--- src/rtl/ram_arb_pkg.sv ---
// rtl/ram_arb_pkg.sv - shared types and constants for ram_arbiter (RR option: RAM_ARB_RR_EN)
package ram_arb_pkg;

   localparam int ADDR_W  = 30;
   localparam int BLOCK_W = 256;

   // Grant encodings, also used as the round-robin "last served" pointer.
   localparam logic OWN_IC = 1'b0;
   localparam logic OWN_DC = 1'b1;

   typedef enum logic [1:0] {
      ST_IDLE,
      ST_ISSUE,
      ST_WAIT,
      ST_DONE
   } state_e;

endpackage

--- src/rtl/ram_arb_pick.sv ---
// rtl/ram_arb_pick.sv - combinational winner selection (RR tie-break under RAM_ARB_RR_EN)
module ram_arb_pick
   import ram_arb_pkg::*;
(
   input  logic ic_req_i,
   input  logic dc_req_i,
   input  logic last_owner_i,
   output logic grant_o,
   output logic owner_o
);

`ifdef RAM_ARB_RR_EN
   // A tie goes to whichever side was not served last; a lone request always wins.
   always_comb begin
      grant_o = ic_req_i | dc_req_i;
      owner_o = OWN_DC;
      if (ic_req_i && !dc_req_i) begin
         owner_o = OWN_IC;
      end else if (ic_req_i && dc_req_i) begin
         owner_o = (last_owner_i == OWN_DC) ? OWN_IC : OWN_DC;
      end
   end
`else
   // Fixed priority: the D-cache wins every tie, so the pointer input is ignored.
   always_comb begin
      grant_o = ic_req_i | dc_req_i;
      owner_o = OWN_DC;
      if (ic_req_i && !dc_req_i) begin
         owner_o = OWN_IC;
      end
   end

   logic unused_last_owner;
   assign unused_last_owner = last_owner_i;
`endif

endmodule

--- src/rtl/ram_arbiter.sv ---
// rtl/ram_arbiter.sv - I/D-cache arbiter in front of ddr_ctrl (RR option: RAM_ARB_RR_EN)
module ram_arbiter
   import ram_arb_pkg::*;
#(
   parameter int TIMEOUT_CYC = 4095
) (
   input  logic               clk_i,
   input  logic               rst_ni,
   input  logic               ic_req_i,
   input  logic [ADDR_W-1:0]  ic_addr_i,
   output logic               ic_done_o,
   output logic [BLOCK_W-1:0] ic_block_o,
   input  logic               dc_req_i,
   input  logic               dc_write_i,
   input  logic [ADDR_W-1:0]  dc_addr_i,
   input  logic [BLOCK_W-1:0] dc_wdata_i,
   output logic               dc_done_o,
   output logic [BLOCK_W-1:0] dc_block_o,
   output logic               ram_en_o,
   output logic               ram_write_o,
   output logic [ADDR_W-1:0]  ram_addr_o,
   output logic [BLOCK_W-1:0] ram_wdata_o,
   input  logic               ram_rdy_i,
   input  logic [BLOCK_W-1:0] ram_rdata_i,
   output logic               busy_o,
   output logic               owner_o,
   output logic               timeout_o
);

   localparam logic [11:0] TO_LIM = 12'(TIMEOUT_CYC);

   state_e               state_q, state_d;
   logic                 owner_q, owner_d;
   logic                 cmd_write_q, cmd_write_d;
   logic                 ram_en_q, ram_en_d;
   logic                 ram_write_q, ram_write_d;
   logic [ADDR_W-1:0]    ram_addr_q, ram_addr_d;
   logic [BLOCK_W-1:0]   ram_wdata_q, ram_wdata_d;
   logic [BLOCK_W-1:0]   ic_block_q, ic_block_d;
   logic [BLOCK_W-1:0]   dc_block_q, dc_block_d;
   logic                 ic_done_q, ic_done_d;
   logic                 dc_done_q, dc_done_d;
   logic                 busy_q, busy_d;
   logic                 timeout_q, timeout_d;
   logic [11:0]          cnt_q, cnt_d;
   logic                 last_owner;
   logic                 pick_grant;
   logic                 pick_owner;

   ram_arb_pick u_pick (
      .ic_req_i     (ic_req_i),
      .dc_req_i     (dc_req_i),
      .last_owner_i (last_owner),
      .grant_o      (pick_grant),
      .owner_o      (pick_owner)
   );

`ifdef RAM_ARB_RR_EN
   logic last_owner_q, last_owner_d;

   // Remember who was served last; cleared so the first tie favours the D-cache.
   always_ff @(posedge clk_i or negedge rst_ni) begin
      if (!rst_ni) begin
         last_owner_q <= OWN_IC;
      end else begin
         last_owner_q <= last_owner_d;
      end
   end

   // Pointer moves only when a transaction completes.
   always_comb begin
      last_owner_d = last_owner_q;
      if (state_q == ST_DONE) begin
         last_owner_d = owner_q;
      end
   end

   assign last_owner = last_owner_q;
`else
   assign last_owner = OWN_IC;
`endif

   // Next-state and next-output logic; every output is taken from a register.
   always_comb begin
      state_d     = state_q;
      owner_d     = owner_q;
      cmd_write_d = cmd_write_q;
      ram_en_d    = ram_en_q;
      ram_write_d = ram_write_q;
      ram_addr_d  = ram_addr_q;
      ram_wdata_d = ram_wdata_q;
      ic_block_d  = ic_block_q;
      dc_block_d  = dc_block_q;
      ic_done_d   = 1'b0;
      dc_done_d   = 1'b0;
      timeout_d   = timeout_q;
      cnt_d       = cnt_q;

      unique case (state_q)
         ST_IDLE: begin
            // During a done pulse the finished requester still holds its req,
            // so arbitration waits one cycle for it to drop.
            if (pick_grant && !ic_done_q && !dc_done_q) begin
               owner_d = pick_owner;
               if (pick_owner == OWN_DC) begin
                  ram_addr_d  = dc_addr_i;
                  ram_wdata_d = dc_wdata_i;
                  cmd_write_d = dc_write_i;
               end else begin
                  ram_addr_d  = ic_addr_i;
                  ram_wdata_d = '0;
                  cmd_write_d = 1'b0;
               end
               state_d = ST_ISSUE;
            end
         end
         ST_ISSUE: begin
            ram_en_d    = 1'b1;
            ram_write_d = cmd_write_q;
            cnt_d       = '0;
            state_d     = ST_WAIT;
         end
         ST_WAIT: begin
            if (ram_rdy_i) begin
               ram_en_d    = 1'b0;
               ram_write_d = 1'b0;
               if (owner_q == OWN_DC) begin
                  dc_block_d = ram_rdata_i;
               end else begin
                  ic_block_d = ram_rdata_i;
               end
               state_d = ST_DONE;
            end else begin
               // Timeout only flags the stall; the command stays outstanding.
               cnt_d = cnt_q + 12'd1;
               if (cnt_d == TO_LIM) begin
                  timeout_d = 1'b1;
               end
            end
         end
         ST_DONE: begin
            if (owner_q == OWN_DC) begin
               dc_done_d = 1'b1;
            end else begin
               ic_done_d = 1'b1;
            end
            state_d = ST_IDLE;
         end
         default: begin
            state_d = ST_IDLE;
         end
      endcase

      busy_d = (state_d != ST_IDLE);
   end

   // State and output registers; reset abandons any outstanding command.
   always_ff @(posedge clk_i or negedge rst_ni) begin
      if (!rst_ni) begin
         state_q     <= ST_IDLE;
         owner_q     <= OWN_IC;
         cmd_write_q <= 1'b0;
         ram_en_q    <= 1'b0;
         ram_write_q <= 1'b0;
         ram_addr_q  <= '0;
         ram_wdata_q <= '0;
         ic_block_q  <= '0;
         dc_block_q  <= '0;
         ic_done_q   <= 1'b0;
         dc_done_q   <= 1'b0;
         busy_q      <= 1'b0;
         timeout_q   <= 1'b0;
         cnt_q       <= '0;
      end else begin
         state_q     <= state_d;
         owner_q     <= owner_d;
         cmd_write_q <= cmd_write_d;
         ram_en_q    <= ram_en_d;
         ram_write_q <= ram_write_d;
         ram_addr_q  <= ram_addr_d;
         ram_wdata_q <= ram_wdata_d;
         ic_block_q  <= ic_block_d;
         dc_block_q  <= dc_block_d;
         ic_done_q   <= ic_done_d;
         dc_done_q   <= dc_done_d;
         busy_q      <= busy_d;
         timeout_q   <= timeout_d;
         cnt_q       <= cnt_d;
      end
   end

   assign ic_done_o   = ic_done_q;
   assign ic_block_o  = ic_block_q;
   assign dc_done_o   = dc_done_q;
   assign dc_block_o  = dc_block_q;
   assign ram_en_o    = ram_en_q;
   assign ram_write_o = ram_write_q;
   assign ram_addr_o  = ram_addr_q;
   assign ram_wdata_o = ram_wdata_q;
   assign busy_o      = busy_q;
   assign owner_o     = owner_q;
   assign timeout_o   = timeout_q;

endmodule
--- config.mk ---
export PLATFORM = sky130hd
export DESIGN_NAME = ram_arbiter
export DESIGN_NICKNAME = d
export VERILOG_FILES = /design/src/rtl/ram_arb_pkg.sv /design/src/rtl/ram_arb_pick.sv /design/src/rtl/ram_arbiter.sv
export SDC_FILE = /design/constraint.sdc
export NUM_CORES = 1
export LEC_CHECK = 0
export BUFFER_PORTS_ARGS = -buffer_cell sky130_fd_sc_hd__buf_2
export CAP_MARGIN = 20
export CORE_AREA = 5 5 534 536
export CTS_BUF_LIST = sky130_fd_sc_hd__clkbuf_4 sky130_fd_sc_hd__clkbuf_8
export DETAILED_ROUTE_END_ITERATION = 8
export DIE_AREA = 0 0 539 541
export PLACE_DENSITY = 0.38
export SLEW_MARGIN = 25
export SYNTH_ARGS = -nofsm -noshare
export SYNTH_HDL_FRONTEND = slang
export SYNTH_SLANG_ARGS = --single-unit
--- constraint.sdc ---
create_clock -name clk_i -period 1.85 [get_ports clk_i]
set_input_delay 0.0925 -clock clk_i [delete_from_list [all_inputs] [get_ports clk_i]]
set_output_delay 0.0925 -clock clk_i [all_outputs]
set_load 0.05 [all_outputs]
* Word level (Yosys, flattened, before mapping)
Cells that the tools add are included.
** Cells by class
- Add/sub/neg operators :: 1
- Bitwise operators :: 3
- Equality and inequality tests :: 6
- Mux-type cells :: 16
- Reductions and logical operators :: 15
** Operators with widths (count)
- 256-bit 2-to-1 mux :: 1
- 30-bit 2-to-1 mux :: 1
- 12-bit one-hot mux with 2 select lines :: 1
- 12-bit by 1-bit adder with 12-bit output, second input constant :: 1
- 12-bit == test, second input constant :: 1
- 12-bit 2-to-1 mux :: 1
- 3-bit AND reduction :: 3
- 2-bit one-hot mux with 4 select lines :: 1
- 1-bit 2-to-1 mux :: 7
- 2-bit AND reduction :: 3
- 2-bit == test, second input constant :: 2
- 2-bit 2-to-1 mux :: 2
- 2-bit inequality test, second input constant :: 2
- 1-bit one-hot mux with 2 select lines :: 2
- 2-bit nonzero test :: 2
- 1-bit logical AND :: 3
- 1-bit logical NOT :: 3
- 2-bit by 1-bit == test with 1-bit output, second input constant :: 1
- 2-bit logical NOT :: 1
- 1-bit inverter :: 2
- 1-bit bitwise OR :: 1
** Word-level totals
- Output and inout port bits :: 805
- Input bits :: 578
- Flip-flop bits (word level) :: 820
- Word-level logic and storage cells :: 55

* Depth between registers and ports, before layout
- Depth in word-level cells :: 6
- Depth in mapped cells :: 9
- Gate-level depth less buffers :: 6

* Hierarchy
Synthesis repeated with hierarchy kept, for this count alone.
** Second synthesis, totals
- Cell total of the unflattened synthesis :: 2454
- Area, all modules :: 31376.3 sq um
** By module, submodules not included
- ram_arbiter :: cells an instance 2452, times used 1, area each 31363.8 sq um, sequential area each 20519.7 sq um
- ram_arb_pick :: cells an instance 2, times used 1, area each 12.5 sq um, sequential area each 0.0 sq um

* Worst setup path before layout
No wires, ideal clock.
- Path kind :: register to register
- Start point :: register dc_done_q, in the netlist dc_done_o
- End point :: register ram_wdata_q[197], in the netlist ram_wdata_o[197]
- Setup slack :: -118 ps
- Stages on the path, launching flop included :: 8
- Buffers on the path :: 4
- Arrival time :: 1836 ps
- Cell sequence :: dfrtp_1 > or4b_1 > buf_2 > buf_4 > buf_6 > buf_2 > nand2_1 > o21ai_1
** On the way
- Word-level cells in the longest chain between the ends :: 3
** Ends and longest elaborated chain
- start: declaration :: RTL line ram_arbiter.sv:42 : logic dc_done_q, dc_done_d;
- start signal: assignment :: RTL line ram_arbiter.sv:185 : dc_done_q <= dc_done_d;
- 1-bit logical NOT :: RTL line ram_arbiter.sv:103 : if (pick_grant && !ic_done_q && !dc_done_q) begin
- 1-bit logical AND :: RTL line ram_arbiter.sv:103
- 2-bit AND reduction (no source line)
- end signal: assignment :: RTL line ram_arbiter.sv:181 : ram_wdata_q <= ram_wdata_d;
- end: declaration :: RTL line ram_arbiter.sv:38 : logic [BLOCK_W-1:0] ram_wdata_q, ram_wdata_d;
No other way between the ends.
A chain may end at the register's enable or synchronous reset.

* Worst setup path in the final report
- Start point :: register state_q[0]
- End point :: register ram_addr_q[2], in the netlist ram_addr_o[2]
** On the way
- Word-level cells in the longest chain between the ends :: 2
** Ends and longest elaborated chain
- start: declaration :: RTL line ram_arbiter.sv:32 : state_e state_q, state_d;
- start signal: assignment :: RTL line ram_arbiter.sv:175 : state_q <= state_d;
- 2-bit logical NOT :: RTL line ram_arbiter.sv:99 : unique case (state_q)
- 2-bit AND reduction (no source line)
- end signal: assignment :: RTL line ram_arbiter.sv:180 : ram_addr_q <= ram_addr_d;
- end: declaration :: RTL line ram_arbiter.sv:37 : logic [ADDR_W-1:0] ram_addr_q, ram_addr_d;
No other way between the ends.

==> flow_summary_export.csv <==
group,metric,value,unit
worst_setup_path,worstSetupEndpointType,"flop",
detailed_routing,drc,0,
worst_setup_path,critPathSlowestCell,"or4b_4",
logic_synthesis,synth-seq-cells,820,
logic_synthesis,yosysMostFrequentCell,"dfrtp_1",
layout,final_nets,5922,
worst_setup_path,worstSetupPathType,"reg2reg",
worst_setup_path,crit_path_max_fanout,12,
logic_synthesis,synth_top_area_cell,"dfrtp_1",
detailed_routing,wire_per_inst,23.7,µm
grt,grt_overflow,0,
logic_synthesis,synth.net_count,3039,
power_and_ir_drop,p_leak,30.2,nW
logic_synthesis,netlist_top_cells_count,"dfrtp_1 (820), nand2_1 (555), mux2_2 (512)",
clock_tree,cts-root-buf,"clkbuf_8",
placement,pre_cts_ws,-0.175,ns
worst_setup_path,cpPeakStageDelay,0.47,ns
hold_path,hold_path.class,"in2reg",
sta,drv_slew,0,
grt,grt_antenna_before_repair,113,
placement,gp_congestion,0.901,
power_and_ir_drop,seqPwrFrac,25.7,%
floorplan,chipHeight,541,µm
logic_synthesis,synth.top_cell.area_share,65.2,%
worst_setup_path,crit_buf_inv,4,
sta,period_needed,2.00,ns
detailed_routing,antenna_left,0,
layout,areaGrowthSynthToFinish,101,%
worst_setup_path,start_kind,"flop",
sta,hold_viol_final,0,
logic_synthesis,syn-cell-area,31400,µm²
clock_tree,clock_sinks,820,
sta,setup_tns,-45.03,ns
layout,drive_gt1_share,44.5,%
detailed_routing,wl,219000,µm
detailed_routing,num_vias,32000,
sta,finalCritPeriodShare,108,%
floorplan,rows,195,
power_and_ir_drop,comb_power_share,57.5,%
clock_tree,clkLatencyLatePin,0.91,ns
worst_setup_path,cpMostUsedCell,"buf_12",
floorplan,dieWidth,539,µm
worst_setup_path,crit_family,"buffers and inverters",
sta,relSlewSlack,51.6,%
floorplan,ios,1383,
worst_setup_path,cp_cell_sequence,"inv_2, ha_1, or4b_4, buf_12, buf_12, clkbuf_16, nand2_1, o21ai_1",
clock_tree,cts_max_level,4,
grt,track_usage,13.8,%
sta,setup_viol,612,
logic_synthesis,ys_seq_area_share,65.2,%
clock_tree,path_clk_slew,0.06,ns
sta,worst_slack,-0.153,ns
floorplan,start_util,11.2,%
detailed_routing,drtPass1Iterations,5,
logic_synthesis,synthFlopType,"dfrtp_1",
power_and_ir_drop,p_clk_share,16.7,%
logic_synthesis,synthCells,2453,
power_and_ir_drop,vdd_drop_max,1.07,mV
layout,stdcell_count,9227,
grt,grt_pass1_vias,33800,
power_and_ir_drop,power_switching,64.4,mW
sta,tightest_slew,0.725,ns
placement,dp_hpwl,169000,µm
grt,grt_start_max_net_pins,95,
clock_tree,cts_buffers,168,
sta,fin_skew,0.0787,ns
clock_tree,clockBufferDepth,4,
placement,place_inst,7564,
floorplan,fp.coreArea,280000,µm²
logic_synthesis,synth-async-reset-ratio,100,%
logic_synthesis,netlist-cell-type-count,41,
logic_synthesis,ys.warnings.count,0,
grt,grt_pass1_wl,284000,µm
outcome,violations,"setup timing",
power_and_ir_drop,p_int,58.8,mW
power_and_ir_drop,cellPowerDensity,1950,nW/µm²
logic_synthesis,synth_edf_count,0,
outcome,status,"finished with violations",
floorplan,dieArea,292000,µm²
sta,fmax,499,MHz
power_and_ir_drop,sw_frac_of_total,52.3,%
worst_setup_path,crit_arrival,2.73,ns
logic_synthesis,synth_area_leaders,"dfrtp_1 (65%), mux2_2 (18%), nand2_1 (6.6%), o21ai_1 (4.6%), buf_2 (1.2%)",
placement,port_buffers,1382,
sta,rsz0062_at_grt,"yes",
clock_tree,tritoncts,"yes",
detailed_routing,routed_via_density,3.47,
logic_synthesis,syn_area_per_cell,12.8,µm²
sta,hold_slack,0.136,ns
detailed_routing,first_iter_violations,1521,
job,drv_cap,0,
worst_setup_path,cp.required,2.58,ns
## cell type report
| type | instances | area, µm² |
|---|---|---|
| multi-input cells | 1468 | 11000 |
| diodes | 29 | 72.6 |
| repair buffers | 2871 | 23400 |
| inverters | 7 | 40.0 |
| flip-flops and latches | 820 | 20500 |
| well taps | 3743 | 4680 |
| clock buffers | 249 | 3110 |
| clock inverters | 40 | 408 |
| fillers | 30200 | 217000 |
## logic make-up after synthesis
kind of cell,Yosys count,share of synthesized area (%)
flops,820,65.2
simple gates,593,7.36
mux,544,19.4
compound gates,320,5.23
buf+inv,165,2.41
fa+ha+maj,8,0.318
xor+xnor,3,0.0836
## repair_timing
item,CTS,global route
pin swaps,1,0
setup buffers,12,12
endpoints found under the hold margin,1637,0
gates cloned,8,46
setup endpoints to repair,917,903
resized for setup,88,276
hold buffers,1269,0
## cells in the final DEF, fill, tap and decap left out, types with 2 or more instances in the layout
| cell type | n |
|---|---|
| ha_1 | 6 |
| o21ai_1 | 283 |
| mux2i_1 | 32 |
| clkbuf_4 | 50 |
| clkinv_8 | 3 |
| nand3_1 | 3 |
| nand4_1 | 4 |
| inv_2 | 2 |
| a21oi_1 | 6 |
| inv_1 | 4 |
| buf_8 | 11 |
| inv_8 | 2 |
| diode_2 | 29 |
| mux2_2 | 313 |
| buf_4 | 72 |
| buf_12 | 57 |
| o21ai_0 | 17 |
| clkinv_2 | 23 |
| clkbuf_8 | 199 |
| dfrtp_2 | 5 |
| buf_6 | 34 |
| dfrtp_1 | 815 |
| buf_2 | 1367 |
| nand2_1 | 555 |
| buf_16 | 23 |
| and3_1 | 2 |
| o21ai_2 | 5 |
| and4_2 | 2 |
| nor2b_1 | 4 |
| clkinvlp_4 | 4 |
| xor2_1 | 2 |
| dlygate4sd3_1 | 1268 |
| bufinv_16 | 5 |
| mux2_4 | 199 |
| and2_1 | 4 |
| inv_12 | 2 |
| clkbuf_16 | 38 |
| nor2_1 | 8 |
## state kept, by name, summed over array words and instances, names as in the netlist
signal / count
busy_o: 1
dc_block_o: 256
owner_o: 1
timeout_o: 1
cnt_q: 12
ram_en_o: 1
state_q: 2
ram_wdata_o: 256
ram_write_o: 1
cmd_write_q: 1
dc_done_o: 1
ic_done_o: 1
ic_block_o: 256
ram_addr_o: 30
## power groups by stage
stage / Clock (mW) / Combinational [mW] / Sequential, mW
CTS: 21.5 / 67.4 / 31.6
global route: 22.2 / 74.1 / 32.7
finish: 20.6 / 70.9 / 31.7
detailed placement: 0 / 63.8 / 31.7
floorplan: 0 / 12.2 / 60.6
global placement: 0 / 63.6 / 31.5
## tightest hold or removal path, cell delays in order
cell and delay [ns]:
dlygate4sd3_1 0.63, buf_2 0.16, mux2_2 0.14
## through the flow
stage / instance area (µm²) / utilization (%) / total power, mW
after floorplan: 31500 / - / 72.8
after detailed placement: 44000 / 15.7 / 95.5
final: 63200 / 22.5 / 123
after global routing: 63200 / 22.5 / 129
after global placement: 44000 / 15.7 / 95.1
after CTS: 60900 / 21.7 / 120
## final timing paths
path | start | endpoint | slack, ns | depth (start not counted)
max in group asynchronous | rst_ni | ic_block_o[28]$_DFFE_PN0P_ | 0.21 | 6
min in group asynchronous | rst_ni | dc_block_o[253]$_DFFE_PN0P_ | 0.54 | 5
max | state_q[0]$_DFF_PN0_ | ram_addr_o[2]$_DFFE_PN0P_ | -0.15 | 8
min reg2reg | timeout_o$_DFFE_PN0P_ | timeout_o$_DFFE_PN0P_ | 0.47 | 2
max reg2reg | state_q[0]$_DFF_PN0_ | ram_addr_o[2]$_DFFE_PN0P_ | -0.15 | 8
min | ram_rdata_i[36] | dc_block_o[36]$_DFFE_PN0P_ | 0.14 | 3
## layer usage
metal | GRT usage [%] | routed length [µm] | vias to the layer above
met5 | 0 | 596 | -
met4 | 3.81 | 6200 | 92
met3 | 7.30 | 25800 | 397
met2 | 20.7 | 92500 | 1523
met1 | 17.2 | 93800 | 15800
li1 | - | - | 14200
Note: power is estimated with default switching activity, not from simulation.
